**src/rtl/handshake_elastic_fifo.sv**
```systemverilog
// Elastic N-slot FIFO for a dataflow valid/ready channel. It decouples producer
// and consumer, registers the ready path and re-emits tokens in arrival order.
module handshake_elastic_fifo #(
  parameter int DATA_WIDTH = 32,
  parameter int NUM_SLOTS  = 4
) (
  input  logic                             clk,
  input  logic                             rst,
  input  logic [DATA_WIDTH-1:0]            ins,
  input  logic                             ins_valid,
  output logic                             ins_ready,
  output logic [DATA_WIDTH-1:0]            outs,
  output logic                             outs_valid,
  input  logic                             outs_ready,
  output logic [$clog2(NUM_SLOTS+1)-1:0]   occupancy
);

  localparam int CW = $clog2(NUM_SLOTS + 1);
  localparam int PW = $clog2(NUM_SLOTS);
  localparam logic [CW-1:0] FULL_CNT = CW'(NUM_SLOTS);
  localparam logic [PW-1:0] LAST_PTR = PW'(NUM_SLOTS - 1);

  logic [DATA_WIDTH-1:0] mem [NUM_SLOTS];
  logic [PW-1:0]         wr_ptr;
  logic [PW-1:0]         rd_ptr;
  logic [CW-1:0]         cnt;
  logic                  push;
  logic                  pop;

  function automatic logic [PW-1:0] ptr_next(input logic [PW-1:0] p);
    return (p == LAST_PTR) ? '0 : p + 1'b1;
  endfunction

  // Handshake: a transfer happens on a rising edge where valid && ready are
  // both high. Valid never waits on ready; both readies here come from
  // registered state only, so a full FIFO refuses input even while popping.
  assign ins_ready  = !rst && (cnt != FULL_CNT);
  assign outs_valid = !rst && (cnt != '0);
  assign push       = ins_valid && ins_ready;
  assign pop        = outs_valid && outs_ready;
  assign outs       = outs_valid ? mem[rd_ptr] : '0;
  assign occupancy  = rst ? '0 : cnt;

  always_ff @(posedge clk) begin
    if (rst) begin
      wr_ptr <= '0;
      rd_ptr <= '0;
      cnt    <= '0;
    end else begin
      if (push) wr_ptr <= ptr_next(wr_ptr);
      if (pop)  rd_ptr <= ptr_next(rd_ptr);
      case ({push, pop})
        2'b10:   cnt <= cnt + 1'b1;
        2'b01:   cnt <= cnt - 1'b1;
        default: cnt <= cnt;
      endcase
    end
  end

  // Payload storage is deliberately left out of reset.
  always_ff @(posedge clk) begin
    if (push) mem[wr_ptr] <= ins;
  end

`ifndef SYNTHESIS
  a_cnt_bound:  assert property (@(posedge clk) disable iff (rst) cnt <= FULL_CNT);
  a_no_ovf:     assert property (@(posedge clk) disable iff (rst) !(push && cnt == FULL_CNT));
  a_no_udf:     assert property (@(posedge clk) disable iff (rst) !(pop && cnt == '0));
`endif

endmodule

```
**config.mk**
```make
export PLATFORM = sky130hd
export DESIGN_NAME = handshake_elastic_fifo
export DESIGN_NICKNAME = d
export VERILOG_FILES = /design/src/rtl/handshake_elastic_fifo.sv
export SDC_FILE = /design/constraint.sdc
export NUM_CORES = 1
export LEC_CHECK = 0
export ABC_AREA = 1
export CORE_MARGIN = 5
export CORE_UTILIZATION = 41
export DETAILED_ROUTE_END_ITERATION = 10
export HOLD_SLACK_MARGIN = 0.06
export PLACE_DENSITY = 0.65
export SLEW_MARGIN = 20
export SYNTH_ARGS = -nofsm -noshare
export SYNTH_HDL_FRONTEND = slang
export SYNTH_SLANG_ARGS = --single-unit
```
**constraint.sdc**
```tcl
create_clock -name clk -period 2.49 [get_ports clk]
set_input_delay 0.3735 -clock clk [delete_from_list [all_inputs] [get_ports clk]]
set_output_delay 0.3735 -clock clk [all_outputs]
set_load 0.1 [all_outputs]
```
==> results.yml <==
outcome:
  status: "completed"
drt:
  first_iter_violations: 253
  wl_um: 11500
  drc: 0
  ant_nets: 0
  routed-via-count: 3547
  post_drt_wl_per_cell_um: 15.8
  drt-pass1-iter-count: 4
  routed_via_density: 4.86
worst_setup_path:
  cp.arrival_ps: 1980
  critical_path_class: "register to output port"
  worst_r2r_path_depth: 13
  rr_startpoint: "cnt[2]"
  crit_family: "buffers and inverters"
  endpoint_kind: "output port"
  path_max_fanout: 24
  slowest_delay_ps: 420
  critical_path.cell_chain: "inv_2, buf_6, o21ai_0, a21oi_1, buf_12"
  reg2reg_slack_ps: 620
  crit_required_ps: 2120
  crit_path_start_kind: "register"
  path_buf_inv: 3
  crit_slowest_cell: "dfxtp_4"
  rr_endpoint: "cnt[2]"
final_layout:
  fin_nets: 584
  syn_to_final_growth_pct: 37.9
  diodes: 0
  drive_gt1_share_pct: 21.7
  fill_cells: 1038
  fin_cells: 730
clocking:
  cts-root-buf: "clkbuf_16"
  cts_max_path_buffers: 2
  tritoncts: "yes"
  numClockSinks: 137
  cts_hold_buf: 0
  clk_pin_slew_ps: 60
  cts-buffers-inserted: 17
  clk_latency_ps: 410
  htreeDepth: 4
sta:
  timing.final.crit_share_pct: 94.5
  rsz0062_at_grt: "yes"
  tns_ps: 0
  final_hold_viol_count: 0
  relSlewSlack_pct: 71.1
  setup_viol: 0
  fin_crit_ps: 2350
  drv_slew: 0
  clock_skew_ps: 4.79
  tightestPinTransition_ps: 433
  worst_slack_ps: 136
  max_freq_ghz: 0.425
grt:
  overflow: 0
  grt_start_max_net_pins: 33
  grt_pass1_wl_um: 18900
  grt_antenna_before_repair: 0
  grt_pass1_vias: 3718
  grt_use_total_pct: 15.5
floorplan:
  die-area_mm2: 0.0158
  start_util_pct: 41.5
  die_h_um: 126
  dieWidth_um: 126
  core_area_mm2: 0.0132
  ios: 73
  core.rowCount: 42
min_path:
  worstHoldPathType: "register to register"
  hp-start: "rd_ptr[1]"
  hold_depth: 4
synth:
  syn_nets: 496
  mappedNetlistArea_mm2: 0.00548
  yosysWarnings: 0
  seq_area_frac_synth_pct: 73.5
  yosysUniqueCellTypes: 16
  avgSynthCellArea_um2: 12.1
  synth-seq-cells: 137
  synthCells: 453
placement:
  dpl.hpwl_um: 7190
  portBuffers: 72
  dpl_worst_slack_ps: 89.6
  dp_cells: 696
  gp_congestion: 0.764
power_and_ir_drop:
  powerDensity_mw_per_mm2: 862
  vdd_ir_drop_max_mv: 0.502
  p_leak_nw: 2.69
flow_run:
  cap_viol_max_count: 0
[placed cells by master, fill, tap and decap left out, types with 4 or more instances in the layout]
cell type	Yosys	layout
nor2_1	148	144
edfxtp_1	128	128
o21ai_1	38	38
buf_12	0	38
clkdlybuf4s50_1	0	35
o21ai_0	28	28
a21oi_2	0	21
clkbuf_16	0	17
buf_4	0	17
inv_1	17	16
nand2_1	15	14
a21oi_1	35	14
dfxtp_1	9	7
ha_1	6	6
nor2_4	0	4
inv_6	0	4
bufinv_16	0	4
[where the power goes]
group	switching (mW)	leakage [nW]	total, mW	internal, mW
Clock	0.940	0.302	2.62	1.68
Sequential	0.0289	1.24	2.62	2.59
Combinational	0.849	1.15	1.27	0.421
Total	1.82	2.69	6.51	4.69
[state kept, by name, indices dropped and copies added, names as in the netlist, named ones only]
register and cells:
cnt 3, mem 128, rd_ptr 2, wr_ptr 2
[worst reg2reg max path: stages, from the launching register on]
cell	delay [ps]
dfxtp_1	350
inv_1	90
nand2_1	110
nand3_1	160
inv_1	90
ha_1	160
inv_1	70
fa_1	390
inv_1	70
nand2_1	40
nand3_1	90
nand2_1	60
nand2_1	50
nor2_1	40
[cells by family after synthesis]
group                    Yosys count  synth area share [%]
AND/OR/NAND/NOR                  166                  11.5
flip-flops                       137                  73.5
buffers and inverters             42                  4.02
adder cells (fa/ha/maj)            7                  1.74
AO/OA/AOI/OAI                    101                  9.23
[cells in the mapped netlist (all sizes together)]
library cell  instances  area, um2
ha                    6       75.1
clkbuf                8       30.0
a21oi                35        175
o21ai                66        330
fa                    1       20.0
inv                  19       71.3
edfxtp              128       3840
buf                  15        119
nor2                148        556
nand2                15       56.3
dfxtp                 9        180
nand3                 3       20.0
[timing repair]
item                       CTS  global route
setup buffers                0             2
pin swaps                    0             0
resized for setup            1             3
setup endpoints to repair    7            10
[worst max-delay path by stage]
stage	slack [ps]	to	startpoint	cells after the start
6_report	140	outs[1]	register	5
5_1_grt	-20	outs[1]	register	5
4_1_cts	9	outs[1]	register	5
3_5_place_dp	90	cnt[2]	rst	13
3_3_place_gp	180	cnt[2]	rst	13
2_1_floorplan	-170	outs[19]	register	4
[area by class of cell]
class | count | area (um2) | area share, %
sequential | 137 | 4030 | 53.3
multi-input combinational | 274 | 1340 | 17.8
timing repair buffer | 92 | 1260 | 16.7
clock buffer | 17 | 425 | 5.63
tap | 176 | 220 | 2.92
clock inverter | 15 | 198 | 2.62
inverter | 19 | 75.1 | 0.994
[per-layer routing]
metal  global-route usage, %  part of all wire, %  wire length [um]
met1                    18.1                   42              4850
met2                    26.5                   53              6050
met3                    4.95                  3.8               433
met4                    6.12                  1.5               170
met5                       0                    0                 0
[metrics by stage]
step | area (um2) | hold WS, ps | total power, mW | util (%)
2_1_floorplan | 5560 | 472 | 3.46 | -
3_3_place_gp | 6900 | 520 | 3.93 | 52.3
3_5_place_dp | 6900 | 540 | 3.94 | 52.3
4_1_cts | 7530 | 546 | 6.56 | 57.1
5_1_grt | 7550 | 582 | 6.76 | 57.3
6_report | 7550 | 532 | 6.51 | 57.3
No activity file was read; power rests on OpenSTA's default activity.
